**src/rtl/cgra_rotating_register_file.sv**
```systemverilog
// Multi-port register file for a CGRA processing element. A rotating base pointer
// remaps logical addresses to physical entries, which is what modulo-scheduled loops need.
module cgra_rotating_register_file #(
    parameter int LOG2REGS = 3,
    parameter int SIZE     = 32,
    parameter int NUM_WR   = 2,
    parameter int NUM_RD   = 2,
    parameter bit BYPASS   = 1'b1
) (
    input  logic                         CGRA_Clock,
    input  logic                         CGRA_Reset,
    input  logic                         clear,
    input  logic                         rotate,
    input  logic [NUM_WR-1:0]            we,
    input  logic [NUM_WR*LOG2REGS-1:0]   waddr,
    input  logic [NUM_WR*SIZE-1:0]       wdata,
    input  logic [NUM_RD*LOG2REGS-1:0]   raddr,
    output logic [NUM_RD*SIZE-1:0]       rdata,
    output logic [LOG2REGS-1:0]          base
);

    localparam int DEPTH = 1 << LOG2REGS;

    logic [SIZE-1:0]        r_mem [DEPTH];
    logic [LOG2REGS-1:0]    r_base;
    logic [NUM_RD*SIZE-1:0] r_rdata;

    logic [LOG2REGS-1:0]    w_wphys    [NUM_WR];
    logic [LOG2REGS-1:0]    w_rphys    [NUM_RD];
    logic [DEPTH-1:0]       w_ent_we;
    logic [SIZE-1:0]        w_ent_data [DEPTH];
    logic [NUM_RD*SIZE-1:0] w_rd_next;

    // Translation uses the base held before the edge; natural overflow gives the mod-D wrap.
    always_comb begin
        for (int k = 0; k < NUM_WR; k++) begin
            w_wphys[k] = waddr[k*LOG2REGS +: LOG2REGS] + r_base;
        end
        for (int r = 0; r < NUM_RD; r++) begin
            w_rphys[r] = raddr[r*LOG2REGS +: LOG2REGS] + r_base;
        end
    end

    // Per-entry write decode. Ports are scanned in ascending order so the
    // highest-numbered enabled port targeting an entry is the last to assign it.
    always_comb begin
        // NOTE: every combinational output gets a default before any conditional
        // assignment; otherwise a missed branch would hold its value and infer a latch.
        w_ent_we = '0;
        for (int i = 0; i < DEPTH; i++) begin
            w_ent_data[i] = '0;
        end
        for (int i = 0; i < DEPTH; i++) begin
            for (int k = 0; k < NUM_WR; k++) begin
                if (we[k] && (w_wphys[k] == LOG2REGS'(i))) begin
                    w_ent_we[i]   = 1'b1;
                    w_ent_data[i] = wdata[k*SIZE +: SIZE];
                end
            end
        end
    end

    // Next read data: array contents, optionally overridden by the winning
    // same-cycle write to the same logical address (same base, so same physical entry).
    always_comb begin
        w_rd_next = '0;
        for (int r = 0; r < NUM_RD; r++) begin
            w_rd_next[r*SIZE +: SIZE] = r_mem[w_rphys[r]];
            if (BYPASS) begin
                for (int k = 0; k < NUM_WR; k++) begin
                    if (we[k] && (waddr[k*LOG2REGS +: LOG2REGS] == raddr[r*LOG2REGS +: LOG2REGS])) begin
                        w_rd_next[r*SIZE +: SIZE] = wdata[k*SIZE +: SIZE];
                    end
                end
            end
        end
    end

    // NOTE: sequential state is updated with non-blocking assignments so every
    // register samples pre-edge values regardless of statement order.
    always_ff @(posedge CGRA_Clock or negedge CGRA_Reset) begin
        if (!CGRA_Reset) begin
            r_base  <= '0;
            r_rdata <= '0;
            // NOTE: the storage array is reset explicitly because power-on and
            // mid-run reset must both leave every entry at zero; this keeps it in flops.
            for (int i = 0; i < DEPTH; i++) begin
                r_mem[i] <= '0;
            end
        end else if (clear) begin
            r_base  <= '0;
            r_rdata <= '0;
            for (int i = 0; i < DEPTH; i++) begin
                r_mem[i] <= '0;
            end
        end else begin
            if (rotate) begin
                r_base <= r_base + LOG2REGS'(1);
            end
            for (int i = 0; i < DEPTH; i++) begin
                if (w_ent_we[i]) begin
                    r_mem[i] <= w_ent_data[i];
                end
            end
            r_rdata <= w_rd_next;
        end
    end

    assign rdata = r_rdata;
    assign base  = r_base;

endmodule

```
**config.mk**
```make
export PLATFORM = sky130hd
export DESIGN_NAME = cgra_rotating_register_file
export DESIGN_NICKNAME = d
export VERILOG_FILES = /design/src/rtl/cgra_rotating_register_file.sv
export SDC_FILE = /design/constraint.sdc
export NUM_CORES = 1
export LEC_CHECK = 0
export ABC_CLOCK_PERIOD_IN_PS = 3200
export CORE_ASPECT_RATIO = 0.6
export CORE_MARGIN = 5
export CORE_UTILIZATION = 30
export DETAILED_ROUTE_END_ITERATION = 10
export PLACE_DENSITY_LB_ADDON = 0.08
export SYNTH_ARGS = -nofsm -noshare
export SYNTH_HDL_FRONTEND = slang
export SYNTH_SLANG_ARGS = --single-unit
```
**constraint.sdc**
```tcl
create_clock -name CGRA_Clock -period 3.2 [get_ports CGRA_Clock]
set_clock_uncertainty 0.15 [all_clocks]
set_input_delay 0.96 -clock CGRA_Clock [delete_from_list [all_inputs] [get_ports CGRA_Clock]]
set_output_delay 0.96 -clock CGRA_Clock [all_outputs]
set_load 0.02 [all_outputs]
```
==> results of run 1 <==
==> sequential cells by signal (all words and copies together), names as in the netlist <==
signal and flops:
base 3, rdata 64, r_mem 256
==> worst max-delay path: stages <==
cell     delay (ns)
buf_2          0.13
ha_4           0.13
inv_1          0.05
fa_4           0.88
buf_12         0.21
buf_8          0.15
mux4_2         0.30
mux2_2         0.27
a221o_1        0.36
==> repair_timing <==
action,in CTS,in global routing
pin swaps,5,8
gates cloned,3,2
resized for setup,21,30
setup buffers,5,5
setup endpoints to repair,64,84
==> metrics by stage <==
| stage | cell area [sq um] | cells | setup TNS (ns) |
|---|---|---|---|
| 4_1_cts | 25500 | 2942 | 0 |
| 3_3_place_gp | 24100 | 2865 | -166.52 |
| 2_1_floorplan | 20200 | 1879 | -4.32 |
| 3_5_place_dp | 24100 | 2865 | -166.74 |
| 5_1_grt | 25800 | 2949 | -0.0384 |
| 6_report | 25800 | 2949 | 0 |
==> routing by layer <==
layer	share of wire	track usage	vias up
li1	-	-	7418
met1	0.49	0.382	9218
met2	0.40	0.320	806
met3	0.090	0.0549	113
met4	0.017	0.0505	6
met5	0.00039	0	-
==> placed cells by master, fill, tap and decap left out, types with 9 or more instances in the layout <==
cell	instances
dfrtp_1	321
nor2_1	259
clkdlybuf4s50_1	142
nand2_1	131
mux2i_1	129
mux4_2	128
o21ai_0	128
a211oi_1	128
buf_4	128
a311oi_1	104
buf_12	72
nor3b_1	66
mux2_2	64
a221o_1	64
clkbuf_16	41
a311oi_2	24
xor2_1	9
==> final timing paths <==
kind / from / to / slack [ns] / depth (start not counted)
min in group CGRA_Clock: r_mem[254] / r_mem[254] / 0.43 / 2
max in group asynchronous: CGRA_Reset / r_mem[79] / 1.93 / 2
hold / removal: CGRA_Reset / base[2] / 0.11 / 1
setup reg to reg: base[0] / rdata[45] / 0.04 / 8
setup / recovery: raddr[3] / rdata[45] / 0.005 / 9
hold reg to reg: r_mem[254] / r_mem[254] / 0.43 / 2
==> cell families (layout without fill, tap and decap cells) <==
family | after synthesis | in the layout | share of synthesized area
fa+ha+maj | 9 | 9 | 0.00708
compound gates | 452 | 452 | 0.169
xor+xnor | 22 | 22 | 0.0124
buf+inv | 270 | 440 | 0.0625
flops | 323 | 323 | 0.401
mux | 321 | 321 | 0.243
simple gates | 482 | 482 | 0.105
==> power by group through the flow <==
stage	logic, uW	clock network, uW	registers (uW)
after floorplan	2130	0	4850
after global placement	3930	0	4910
after detailed placement	3970	0	4910
after CTS	4110	4760	4840
after global routing	4430	4910	4890
final	4180	4660	4850
==> final cells by class <==
type	count	share of cell area
Multi-Input combinational cell	1286	0.431
Tap cell	900	0.0437
Clock buffer	53	0.0426
Clock inverter	16	0.00665
Sequential cell	323	0.314
Timing Repair Buffer	362	0.161
Inverter	9	0.00146
==> qor.yml, run 1 <==
status:
  status: "finished, final reports clean"
detailed_routing:
  vias: 17600
  wl_um: 87800
  routedWlPerCell_um: 29.8
  route.detailed.drc: 0
  viasPerCell: 5.95
  final_antenna_net_count: 0
  dr.first_iter.drc_count: 1778
  drtPass1Iterations: 5
power_and_ir_drop:
  power_uw: 13700
  p_sw_frac: 0.332
  pwr-share-comb: 0.305
  p_int_uw: 9140
  p_per_area_nw_per_um2: 531
  switchingPower_uw: 4550
  clkPwrFrac: 0.340
  power_frac_seq: 0.355
  p_leak_uw: 0.0105
  irDropWorstVdd_v: 0.000333
logic_synthesis:
  syn-cell-area_sq_um: 20100
  yosysUniqueCellTypes: 35
  yosysTopAreaCell: "dfrtp_1"
  synth_edf_count: 0
  netlist_instances: 1879
  avgSynthCellArea_sq_um: 10.7
  synth_top_area_frac: 0.401
  yosysMostFrequentCell: "dfrtp_1"
  synthArstFlopShare: 1.00
  synth.area.top_cells: "dfrtp_1 40%, mux4_2 14%, mux2i_1 6.4%"
  synth_seq_cells: 323
  synth.net_count: 1970
  seq_area_frac_synth: 0.401
  synth_top_flop_cell: "dfrtp_1"
  synth_common_cells: "323 x dfrtp_1, 263 x nor2_1, 160 x clkbuf_1, 135 x nand2_1, 129 x mux2i_1"
  yosysWarnings: 0
cts:
  clock_path_buffers: 3
  htree_levels: 2
  clock-sinks: 323
  clkSlewWorstSetupHoldPaths_ns: 0.06
  cts_hold_buffers: 0
  cts_tree: "built"
  clk-insertion-delay-late_ns: 0.59
  cts_buffers: 39
  cts_root_buf: "clkbuf_16"
grt:
  grt_usage: 0.238
  grt_pass1_vias: 17400
  grt_first_pass_wirelength_um: 128000
  grt_max_degree: 88
  antenna_found_initial: 4
  grt_overflow: 0
timing:
  post-route-period-util: 0.999
  timing.final.ws_setup_ns: 0.00462
  report.final.slew_viol_count: 0
  tightest_slew_ns: 0.659
  finalHoldViolCount: 0
  fmaxAchievable_mhz: 313
  fin_crit_ns: 3.20
  slew_headroom: 0.559
  fin_hold_ws_ns: 0.105
  rsz0062_at_grt: "yes"
  setup_violations: 0
setup_path:
  end_kind: "register"
  crit_type: "primary input to register"
  arrival_ns: 3.47
  path_max_fanout: 8
  worstPathRequired_ns: 3.48
  start_kind: "primary input"
floorplan:
  io_pins: 149
  initial_core_util: 0.303
  fp-row-count: 73
  die_y_um: 211
  die_w_um: 345
  die_area_sq_um: 72600
  fp.coreArea_sq_um: 66400
finish:
  final_util: 0.388
  nNetsFinal: 2112
  multi_input_area_sq_um: 11100
  antennaDiodeCount: 0
  synthToLayoutAreaGrowth_pct: 27.9
  register_area_sq_um: 8090
  drive_above_1_share: 0.257
  fill_cells: 6399
flow_run:
  drv_cap: 0
placed_design:
  gp_congestion: 0.815
  dp_hpwl_um: 56800
  portBuffers: 148
  pre_cts_slack_ns: -0.975
hold_path:
  hold_class: "primary input to async pin"
No activity file was read; power rests on OpenSTA's default activity.
==> run 2, diff against run 1 <==
--- a/config.mk
+++ b/config.mk
@@ -10,6 +10,7 @@
 export CORE_MARGIN = 5
 export CORE_UTILIZATION = 30
 export DETAILED_ROUTE_END_ITERATION = 10
+export MAX_ROUTING_LAYER = met4
 export PLACE_DENSITY_LB_ADDON = 0.08
 export SYNTH_ARGS = -nofsm -noshare
 export SYNTH_HDL_FRONTEND = slang
==> qor.yml, run 2 (synthesis gave the netlist of run 1 again) <==
status:
  status: "finished, final reports clean"
cts:
  htree_levels: 2  # unchanged
  clock-sinks: 323  # unchanged
  cts_root_buf: "clkbuf_16"
  cts_buffers: 39  # unchanged
  clock_path_buffers: 3  # unchanged
  cts_tree: "built"
  clkSlewWorstSetupHoldPaths_ns: 0.06  # about the same
  cts_hold_buffers: 0  # unchanged
  clk-insertion-delay-late_ns: 0.58  # about the same
placed_design:
  dp_hpwl_um: 56800  # unchanged
  dp_cells: 2865  # unchanged
  portBuffers: 148  # unchanged
  pre_cts_slack_ns: -0.975  # unchanged
  gp_congestion: 0.827  # +1.5%
finish:
  fin_cells: 2952  # +0.10%
  final_common_cell: "dfrtp_1"
  mostFrequentLayoutCells: "321 x dfrtp_1, 259 x nor2_1, 142 x clkdlybuf4s50_1"
  synthToLayoutAreaGrowth_pct: 28.0  # about the same
  largest_register_ffs: 256  # unchanged
  top_register: "r_mem"
  drive_above_1_share: 0.258  # +0.000488
  nNetsFinal: 2112  # unchanged
timing:
  finalHoldViolCount: 0  # unchanged
  setup_tns_ns: 0  # unchanged
  timing.final.ws_setup_ns: 0.00515  # +0.000526 ns
  setup_violations: 0  # unchanged
  tightest_slew_ns: 0.623  # -0.0362 ns
  fmaxAchievable_mhz: 313  # about the same
  rsz0062_at_grt: "yes"
  post-route-period-util: 0.998  # about the same
  fin_crit_ns: 3.19  # -0.000526 ns
  slew_headroom: 0.583  # +0.0242
  report.final.slew_viol_count: 0  # unchanged
  fin_hold_ws_ns: 0.106  # +0.000160 ns
grt:
  met3_usage: 0.0530  # -0.00189
  met2_usage: 0.320  # +0.000412
  grt_max_degree: 88  # unchanged
  grt_use_met1: 0.383  # +0.00120
  gr-max-usage-layer: "met1"
  grt_usage: 0.245  # +0.00742
  antenna_found_initial: 4  # unchanged
  grt_pass1_vias: 17500  # +0.14%
  grt_first_pass_wirelength_um: 128000  # unchanged
  grt_overflow: 0  # unchanged
floorplan:
  io_pins: 149  # unchanged
  fp.coreArea_sq_um: 66400  # unchanged
  initial_core_util: 0.303  # unchanged
  die_y_um: 211  # unchanged
  fp-row-count: 73  # unchanged
  die_w_um: 345  # unchanged
  die_area_sq_um: 72600  # unchanged
setup_path:
  start_kind: "primary input"
  path_max_fanout: 8  # unchanged
  worstPathRequired_ns: 3.48  # about the same
  crit_family: "adder cells"
  cp_cell_sequence: "buf_2 > ha_4 > inv_1 > fa_4 > buf_12 > buf_8 > mux4_2 > mux2_2 > a221o_1"
  cp.buffers_inverters: 4  # unchanged
  arrival_ns: 3.47  # about the same
  crit_path_top_delay_cell: "fa_4"
  crit_type: "primary input to register"
  end_kind: "register"
  max_stage_delay_ns: 0.88  # about the same
detailed_routing:
  routedWlPerCell_um: 29.8  # about the same
  viasPerCell: 5.91  # -0.72%
  wl_um: 87900  # +0.16%
  route.detailed.drc: 0  # unchanged
  vias: 17500  # -0.62%
  dr.first_iter.drc_count: 1655  # -6.9%
  drtPass1Iterations: 5  # unchanged
  final_antenna_net_count: 0  # unchanged
power_and_ir_drop:
  irDropWorstVdd_v: 0.000330  # -0.86%
  p_leak_uw: 0.0105  # about the same
  p_per_area_nw_per_um2: 531  # -0.10%
flow_run:
  drv_cap: 0  # unchanged
hold_path:
  hold_class: "primary input to async pin"
-- run 2: changes by cell type in the layout (fill, tap and decap cells not counted), sizes merged --
cell,change
diode,+3
-- run 2: timing repair --
action                                  in CTS  in global routing
gates cloned                                 3                  2
hold endpoints to repair                     0                  0
pin swaps                                    5                 10
gates resized for setup                     21                 31
buffers inserted                             5                  5
endpoints found under the setup margin      64                 84
-- run 2: final timing paths --
check                             end  startpoint  cells after the start  slack [ns]
min                           base[2]  CGRA_Reset                      1        0.11
max reg2reg                 rdata[45]     base[0]                      8        0.04
max                         rdata[45]    raddr[3]                      9       0.005
min reg2reg                r_mem[254]  r_mem[254]                      2        0.44
min in group CGRA_Clock    r_mem[254]  r_mem[254]                      2        0.44
max in group asynchronous  r_mem[179]  CGRA_Reset                      2        1.91
-- run 2: area by class of cell --
cell class | instances | area, sq um
flip-flops and latches | 323 | 8090
repair buffers | 362 | 4150
inverters | 9 | 37.5
diodes | 3 | 7.51
well taps | 900 | 1130
clock buffers | 53 | 1100
multi-input cells | 1286 | 11100
fillers | 6396 | 40600
clock inverters | 16 | 171
-- run 2: per-layer routing --
layer | up-vias | share of wire | wire length (um)
met5 | - | 0 | 0
met4 | 0 | 0.019 | 1650
met3 | 124 | 0.082 | 7190
met2 | 750 | 0.40 | 35200
met1 | 9153 | 0.50 | 43800
li1 | 7425 | - | -
-- run 2: through the flow --
stage	total power, uW	cell area (sq um)	utilization
4_1_cts	13700	25500	0.384
2_1_floorplan	6980	20200	-
6_report	13700	25800	0.388
3_5_place_dp	8880	24100	0.362
5_1_grt	14200	25800	0.388
3_3_place_gp	8840	24100	0.362
-- run 2: power by group --
group | switching [uW] | internal (uW) | leakage (uW)
registers | 363 | 4490 | 0.00441
clock network | 1990 | 2650 | 0.000627
logic | 2190 | 1990 | 0.00548
total | 4540 | 9140 | 0.0105
==> run 3, diff against run 2 <==
--- a/config.mk
+++ b/config.mk
@@ -8,7 +8,7 @@
 export ABC_CLOCK_PERIOD_IN_PS = 3200
 export CORE_ASPECT_RATIO = 0.6
 export CORE_MARGIN = 5
-export CORE_UTILIZATION = 30
+export CORE_UTILIZATION = 50
 export DETAILED_ROUTE_END_ITERATION = 10
 export MAX_ROUTING_LAYER = met4
 export PLACE_DENSITY_LB_ADDON = 0.08
==> qor.yml, run 3 (synthesis gave the netlist of run 1 again) <==
placed_design:
  dp_cells: 2461  # -14%
  portBuffers: 148  # unchanged
  gp_congestion: 0.878  # +6.2%
  dp_hpwl_um: 46700  # -18%
timing:
  finalHoldViolCount: 0  # unchanged
  tightest_slew_ns: 0.676  # +0.0531 ns
  setup_violations: 0  # unchanged
  fin_crit_ns: 3.14  # -0.0534 ns
  post-route-period-util: 0.982  # -0.0167
  report.final.slew_viol_count: 0  # unchanged
  rsz0062_at_grt: "no"
  fmaxAchievable_mhz: 318  # +1.7%
  slew_headroom: 0.548  # -0.0352
  fin_hold_ws_ns: 0.271  # +0.165 ns
finish:
  fill_cells: 3163  # -51%
  multi_input_area_sq_um: 11000  # -1.1%
  final_common_cell: "dfrtp_1"
  synthToLayoutAreaGrowth_pct: 22.7
  top_register: "r_mem"
  register_area_sq_um: 8080  # about the same
  drive_above_1_share: 0.229  # -0.0283
  fin_cells: 2535  # -14%
  mostFrequentLayoutCells: "322 x dfrtp_1, 259 x nor2_1, 141 x clkdlybuf4s50_1"
  nNetsFinal: 2070  # -2.0%
  largest_register_ffs: 256  # unchanged
  final_util: 0.616  # +0.227
detailed_routing:
  routedWlPerCell_um: 29.2  # -1.9%
  route.detailed.drc: 0  # unchanged
  dr.first_iter.drc_count: 2091  # +26%
  wl_um: 74100  # -16%
  drtPass1Iterations: 5  # unchanged
  vias: 17600  # +0.96%
  viasPerCell: 6.95  # +18%
  final_antenna_net_count: 0  # unchanged
power_and_ir_drop:
  irDropWorstVdd_v: 0.000320  # -3.2%
  p_leak_uw: 0.0102  # -2.8%
  p_per_area_nw_per_um2: 523  # -1.5%
grt:
  antenna_found_initial: 2  # -2
  grt_first_pass_wirelength_um: 112000  # -12%
  grt_pass1_vias: 17500  # +0.43%
  grt_overflow: 0  # unchanged
  grt_usage: 0.340  # +0.0948
  grt_max_degree: 95  # +8.0%
cts:
  htree_levels: 2  # unchanged
  clock_path_buffers: 3  # unchanged
  clk-insertion-delay-late_ns: 0.54  # -0.04 ns
  cts_root_buf: "clkbuf_16"
  cts_tree: "built"
  cts_hold_buffers: 0  # unchanged
  clkSlewWorstSetupHoldPaths_ns: 0.06  # about the same
  clock-sinks: 323  # unchanged
  cts_buffers: 34  # -13%
floorplan:
  initial_core_util: 0.502  # +0.198
  die_y_um: 165  # -21%
  io_pins: 149  # unchanged
  fp-row-count: 57  # -22%
  fp.coreArea_sq_um: 40200  # -40%
  die_w_um: 269  # -22%
  die_area_sq_um: 44500  # -39%
setup_path:
  crit_type: "primary input to register"
  reg2reg_depth: 6  # -2
  r2r-end: "rdata[17]"
  start_kind: "primary input"
  end_kind: "register"
  regToRegSetupSlack_ns: 0.13  # +0.09 ns
  worstPathRequired_ns: 3.46  # -0.02 ns
  r2r-start: "base[1]"
  path_max_fanout: 8  # unchanged
  arrival_ns: 3.40  # -0.07 ns
status:
  status: "finished, final reports clean"
hold_path:
  hold_class: "primary input to async pin"
flow_run:
  drv_cap: 0  # unchanged
==> run 3: changes by cell type in the layout (fill, tap and decap cells not counted), moves of 3 or more <==
cell / before / now
a311oi_1: 103 / 124
a311oi_2: 25 / 4
buf_4: 128 / 91
clkbuf_16: 41 / 36
clkbuf_8: 7 / 3
clkinv_2: 8 / 5
==> run 3: metrics by stage <==
stage	total power [uW]	TNS, ns	setup WS (ns)	cell area, sq um
after global routing	13400	0	0.00683	24700
after detailed placement	8630	-171.82	-0.878	23300
final	12900	0	0.0585	24700
after floorplan	6980	-4.32	-0.0680	20200
after global placement	8560	-156.74	-0.866	23300
after CTS	12900	0	0.0202	24600
==> run 3: how the worst max path moves through the flow <==
stage	from	to
floorplan	raddr[0]	rdata[20]
finish	raddr[4]	rdata[43]
CTS	base[0]	rdata[17]
global route	raddr[4]	rdata[37]
global placement	raddr[0]	rdata[17]
detailed placement	raddr[0]	rdata[17]
==> run 3: area by class of cell <==
type | count | share of cell area
multi-input combinational | 1286 | 0.444
sequential | 323 | 0.327
timing repair buffer | 325 | 0.156
clock buffer | 46 | 0.0383
tap | 531 | 0.0269
clock inverter | 12 | 0.00597
inverter | 9 | 0.00137
antenna | 3 | 0.000304
==> run 3: worst max-delay path, cell delays in order <==
cell             delay [ns]
clkdlybuf4s15_1        0.20
inv_2                  0.05
fa_4                   0.87
buf_12                 0.20
buf_12                 0.13
buf_16                 0.13
mux4_2                 0.28
mux2_2                 0.27
a221o_1                0.31
==> run 3: power by group <==
group          total, uW  internal [uW]  leakage (uW)  switching, uW
sequential          4820           4490       0.00441            327
clock               4090           2330      0.000533           1770
combinational       4010           1930       0.00528           2080
total              12900           8750        0.0102           4170
==> run 3: what timing repair did <==
item                                    in CTS  in global routing
buffers inserted                             7                  1
pin swaps                                    7                  6
endpoints found under the setup margin      86                 86
gates resized for setup                     23                 14
cloned                                       4                  1
==> run 3: metal layers <==
layer  share of wire  up-vias  global-route usage
met3            0.12      175              0.0901
met1            0.43     9003               0.484
met4           0.029        0               0.106
met5               0        -                   -
met2            0.43     1140               0.480
li1                -     7301                   -
